**config.mk**
```make
export PLATFORM = sky130hd
export DESIGN_NAME = rr_decoder_arbiter
export DESIGN_NICKNAME = d
export VERILOG_FILES = /design/src/rtl/rr_arb_pkg.sv /design/src/rtl/grant_decoder_2to4.sv /design/src/rtl/rr_decoder_arbiter.sv
export SDC_FILE = /design/constraint.sdc
export NUM_CORES = 1
export LEC_CHECK = 0
export ABC_AREA = 1
export BUFFER_PORTS_ARGS = -buffer_cell sky130_fd_sc_hd__buf_4
export CELL_PAD_IN_SITES_DETAIL_PLACEMENT = 1
export CELL_PAD_IN_SITES_GLOBAL_PLACEMENT = 2
export CORE_MARGIN = 5
export CORE_UTILIZATION = 25
export CTS_CLUSTER_DIAMETER = 150
export DETAILED_ROUTE_END_ITERATION = 8
export PLACE_DENSITY_LB_ADDON = 0.1
export SKIP_CTS_REPAIR_TIMING = 1
export SLEW_MARGIN = 20
export SYNTH_ARGS = -nofsm -noshare
export SYNTH_HDL_FRONTEND = slang
export SYNTH_SLANG_ARGS = --single-unit
```
**constraint.sdc**
```tcl
create_clock -name clk -period 1.6 [get_ports clk]
set_input_delay 0.08 -clock clk [delete_from_list [all_inputs] [get_ports clk]]
set_output_delay 0.08 -clock clk [all_outputs]
set_load 0.03 [all_outputs]
```
**src/rtl/rr_arb_pkg.sv**
```systemverilog
// Shared encodings and the round-robin search helper for rr_decoder_arbiter.
// The RR_ARB_TIMEOUT_EN macro is consumed by the top module, not by this package.
package rr_arb_pkg;

  localparam int NUM_REQ = 4;
  localparam int IDX_W   = 2;

  localparam logic STATE_IDLE  = 1'b0;
  localparam logic STATE_GRANT = 1'b1;

  // First set bit of req scanning ptr, ptr+1, ... with 2-bit wrap; returns ptr if req is empty
  function automatic logic [IDX_W-1:0] rr_pick(input logic [NUM_REQ-1:0] req,
                                              input logic [IDX_W-1:0]   ptr);
    logic [IDX_W-1:0] cand;
    logic             found;
    rr_pick = ptr;
    found   = 1'b0;
    for (int i = 0; i < NUM_REQ; i++) begin
      cand = ptr + IDX_W'(i);
      if (!found && req[cand]) begin
        rr_pick = cand;
        found   = 1'b1;
      end else begin
        found   = found;
      end
    end
  endfunction

endpackage

```
**src/rtl/grant_decoder_2to4.sv**
```systemverilog
// Purely combinational 2-to-4 one-hot decoder with enable; all-zero output when disabled.
module grant_decoder_2to4
  import rr_arb_pkg::*;
(
  input  logic [IDX_W-1:0]   idx,
  input  logic               en,
  output logic [NUM_REQ-1:0] onehot
);

  // Decode the index into a single set bit when enabled
  always_comb begin
    onehot = 4'b0000;
    if (en) begin
      case (idx)
        2'd0:    onehot = 4'b0001;
        2'd1:    onehot = 4'b0010;
        2'd2:    onehot = 4'b0100;
        2'd3:    onehot = 4'b1000;
        default: onehot = 4'b0000;
      endcase
    end else begin
      onehot = 4'b0000;
    end
  end

endmodule

```
**src/rtl/rr_decoder_arbiter.sv**
```systemverilog
// Four-requester round-robin arbiter with a registered grant index and one-hot decoded grant.
// Optional hold-time limit with forced release is compiled in by defining RR_ARB_TIMEOUT_EN.
module rr_decoder_arbiter
  import rr_arb_pkg::*;
#(
  parameter int MAX_HOLD = 8
) (
  input  logic                clk,
  input  logic                rst_n,
  input  logic                en,
  input  logic [NUM_REQ-1:0]  req,
  output logic [NUM_REQ-1:0]  gnt,
  output logic [IDX_W-1:0]    gnt_idx,
  output logic                gnt_valid,
  output logic                timeout
);

  if (MAX_HOLD < 2 || MAX_HOLD > 255) begin : g_bad_max_hold
    $error("rr_decoder_arbiter: MAX_HOLD must be within 2..255");
  end

  logic             state_r;
  logic             state_s;
  logic [IDX_W-1:0] idx_r;
  logic [IDX_W-1:0] idx_s;
  logic [IDX_W-1:0] ptr_r;
  logic [IDX_W-1:0] ptr_s;
  logic [IDX_W-1:0] win_s;

`ifdef RR_ARB_TIMEOUT_EN
  localparam int               CNT_W     = $clog2(MAX_HOLD + 1);
  localparam logic [CNT_W-1:0] HOLD_LAST = CNT_W'(MAX_HOLD - 1);

  logic [CNT_W-1:0]   hold_cnt_r;
  logic               timeout_r;
  logic               timeout_s;
  logic [NUM_REQ-1:0] others_s;
  logic               expire_s;
  logic [IDX_W-1:0]   force_win_s;
  logic               new_grant_s;

  // gnt is the holder's one-hot while in GRANT, so masking it leaves the competitors
  assign others_s    = req & ~gnt;
  assign expire_s    = en && (hold_cnt_r == HOLD_LAST) && (|others_s);
  assign force_win_s = rr_pick(others_s, ptr_r);
  assign new_grant_s = (state_s == STATE_GRANT) &&
                       ((state_r == STATE_IDLE) || (idx_s != idx_r));
`endif

  assign win_s = rr_pick(req, ptr_r);

  // Next-state, next-index and pointer selection
  always_comb begin
    state_s = state_r;
    idx_s   = idx_r;
    ptr_s   = ptr_r;
`ifdef RR_ARB_TIMEOUT_EN
    timeout_s = 1'b0;
`endif
    case (state_r)
      STATE_IDLE: begin
        if (en && (|req)) begin
          state_s = STATE_GRANT;
          idx_s   = win_s;
          ptr_s   = win_s + IDX_W'(1);
        end else begin
          state_s = STATE_IDLE;
        end
      end
      STATE_GRANT: begin
        if (req[idx_r]) begin
          state_s = STATE_GRANT;
`ifdef RR_ARB_TIMEOUT_EN
          if (expire_s) begin
            idx_s     = force_win_s;
            ptr_s     = force_win_s + IDX_W'(1);
            timeout_s = 1'b1;
          end else begin
            timeout_s = 1'b0;
          end
`endif
        end else if (en && (|req)) begin
          // Release and re-grant on the same edge; ptr already sits past the holder
          state_s = STATE_GRANT;
          idx_s   = win_s;
          ptr_s   = win_s + IDX_W'(1);
        end else begin
          state_s = STATE_IDLE;
        end
      end
      default: begin
        state_s = STATE_IDLE;
      end
    endcase
  end

  // Arbitration state registers
  always_ff @(posedge clk or negedge rst_n) begin
    if (!rst_n) begin
      state_r <= STATE_IDLE;
      idx_r   <= 2'd0;
      ptr_r   <= 2'd0;
    end else begin
      state_r <= state_s;
      idx_r   <= idx_s;
      ptr_r   <= ptr_s;
    end
  end

`ifdef RR_ARB_TIMEOUT_EN
  // Hold counter restarts on each new holder and saturates at the release threshold
  always_ff @(posedge clk or negedge rst_n) begin
    if (!rst_n) begin
      hold_cnt_r <= '0;
      timeout_r  <= 1'b0;
    end else begin
      timeout_r <= timeout_s;
      if (new_grant_s) begin
        hold_cnt_r <= '0;
      end else if ((state_r == STATE_GRANT) && (hold_cnt_r != HOLD_LAST)) begin
        hold_cnt_r <= hold_cnt_r + CNT_W'(1);
      end else begin
        hold_cnt_r <= hold_cnt_r;
      end
    end
  end

  assign timeout = timeout_r;
`else
  assign timeout = 1'b0;
`endif

  assign gnt_idx   = idx_r;
  assign gnt_valid = (state_r == STATE_GRANT);

  grant_decoder_2to4 u_dec (
    .idx    (idx_r),
    .en     (gnt_valid),
    .onehot (gnt)
  );

endmodule

```
==> flow_summary.ini <==
[status]
status = complete, no violations

[timing]
period_minus_slack_ns = 1.53
period_share = 0.953
fmax_ghz = 0.656
setup_tns_ns = 0
slew_viol_final = 0
hold_violations = 0
rsz0062_at_grt = yes
setup_viol = 0
finClkSkew_ns = 0.000954
fin_hold_ws_ns = 0.164

[finish]
seqCellArea_sq_um = 128
n_antenna_cell = 0
final_cells = 163
multi_input_area_sq_um = 472
finalNetCount = 141
area_growth_pct = 35.2
fillers = 349
drive_gt1_frac = 0.429

[placed_design]
dp_cells = 156
dp_hpwl_um = 1580
place_congestion = 0.710
io_buffers = 13

[worst_setup_path]
crit_top_cell = nand2_2
path_class = flop to flop
startpoint_type = flop
cp_cell_sequence = buf_6 > nand2_2 > nand3_2 > nand2_4 > nand2_2 > inv_2 > nand2_2 > nand2_2 > nand2_1 > nor2_2 > nand2_2 > nand3_2
end_kind = flop
crit_slowest_cell = dfrtp_2
path_max_fanout = 6
cp_slowest_stage_delay_ns = 0.43
critPathArrivalTime_ns = 1.71
critPathRequiredTime_ns = 1.78

[synthesis]
synth_area_sq_um = 657
avgSynthCellArea_sq_um = 5.97
ys_warn_count = 0
yosysSeqAreaShare = 0.190
synth_cells = 110
syn_nets = 117
yosys_register_bits = 5
synth.distinct_cells = 22

[die]
fp.dieH_um = 61.3
die-width_um = 61.3
fp-row-count = 18
die_area_sq_um = 3750
ios = 15
core-area_sq_um = 2500
initial_core_util = 0.263

[power]
p_total_w = 0.00200
peakVddDrop_mv = 0.867
leakagePower_nw = 0.503
p_per_area_nw_per_um2 = 2250

[drt]
ant_nets = 0
routedWlPerCell_um = 11.8
route.detailed.drc = 0
first_iter_violations = 12
firstDrtPassIters = 2
vias = 728
routed_wl_um = 1920
viasPerCell = 4.47

[clock_network]
cts.sinks = 5
clockBufferDepth = 2
clockRootBuffer = clkbuf_4
clk_latency_ns = 0.25
htree_levels = 1
clkTransAtPathRegs_ns = 0.04
cts_tree = yes
numCtsBuffers = 3

[global_route]
grtUsageTotal = 0.113
grt_pass1_vias = 704
grt_max_degree = 10
antenna_found_initial = 0
grt_pass1_wl_um = 3120
grt_overflow = 0

[flow_run]
cap_violations = 0

[min_path]
hold_path_class = primary input to async pin
cells in the mapped netlist:
master / number / share of area
nand2_1: 49 / 0.28
nand2_2: 15 / 0.14
inv_1: 8 / 0.046
nand3_1: 6 / 0.046
dfrtp_1: 5 / 0.19
nand3_2: 4 / 0.061
inv_2: 3 / 0.017
a21oi_1: 2 / 0.015
buf_6: 2 / 0.034
nand2_4: 2 / 0.034
nor2_1: 2 / 0.011
nor3_1: 2 / 0.015
a21oi_2: 1 / 0.013
buf_4: 1 / 0.011
conb_1: 1 / 0.0057
inv_4: 1 / 0.0095
nor2_2: 1 / 0.0095
nor2_4: 1 / 0.017
o21a_1: 1 / 0.011
o21ai_0: 1 / 0.0076
o21ai_1: 1 / 0.0076
o221ai_1: 1 / 0.013
final cells by class:
cell class                      instances  area share
Timing Repair Buffer                   22       0.197
Inverter                               12      0.0563
Multi-Input combinational cell         90       0.531
Tap cell                               30      0.0423
Sequential cell                         5       0.144
Clock buffer                            4      0.0296
power by group:
group	internal (W)	switching, W
registers	0.000191	0.0000952
logic	0.000598	0.000963
clock network	0.0000946	0.0000568
total	0.000883	0.00112
state kept, by name (all words and copies together), names as in the netlist:
register / count
gnt_idx: 2
ptr_r: 2
gnt_valid: 1
critical path, delay by kind of cell, from the launching register on:
family                 cells  cell delay [ns]
buffers and inverters      2             0.20
DFF                        1             0.43
and+or+nand+nor           10             0.82
metal layers:
layer  wire length [um]  track usage  share of wire
met1                853        0.142           0.44
met4                 22       0.0464          0.011
met3                 47       0.0147          0.025
met5                  0            0              0
met2                995        0.193           0.52
cell usage in the layout (no fill, tap or decap):
master,count
inv_2,2
o21ai_1,1
inv_4,2
nor2_4,1
clkbuf_4,3
o21a_1,1
conb_1,1
o221ai_1,1
dfrtp_1,3
buf_6,2
o21ai_0,1
nand2_4,3
nor2_2,1
nor2_1,2
nand3_2,6
inv_1,8
nand2_2,15
clkbuf_1,1
a21oi_1,2
nand2_1,48
a21oi_2,1
buf_4,19
nand3_1,4
dlygate4sd3_1,1
nor3_1,2
dfrtp_2,2
worst paths after layout:
kind / startpoint / slack, ns / cells past startpoint / endpoint
worst max-delay path: ptr_r[0]$_DFFE_PN0P_ / 0.07 / 12 / ptr_r[1]$_DFFE_PN0P_
worst min-delay path: rst_n / 0.16 / 2 / gnt_valid$_DFF_PN0_
worst max register to register: ptr_r[0]$_DFFE_PN0P_ / 0.07 / 12 / ptr_r[1]$_DFFE_PN0P_
worst min register to register: gnt_valid$_DFF_PN0_ / 0.54 / 2 / gnt_valid$_DFF_PN0_
max in group asynchronous: rst_n / 1.32 / 2 / ptr_r[1]$_DFFE_PN0P_
min in group clk: en / 0.17 / 4 / gnt_valid$_DFF_PN0_
logic make-up after synthesis:
logic type | Yosys count | share of synthesized area
buf+inv | 15 | 0.118
compound gates | 7 | 0.0686
simple gates | 82 | 0.617
other cells | 1 | 0.00571
flops | 5 | 0.190
stage by stage:
| step | setup slack (ns) | area, sq um | util |
|---|---|---|---|
| 2_1_floorplan | 0.151 | 657 | - |
| 3_3_place_gp | 0.0892 | 807 | 0.323 |
| 3_5_place_dp | 0.0601 | 807 | 0.323 |
| 4_1_cts | 0.0516 | 833 | 0.333 |
| 5_1_grt | -0.0560 | 888 | 0.355 |
| 6_report | 0.0747 | 888 | 0.355 |
Power figures use the tool's default switching activity.
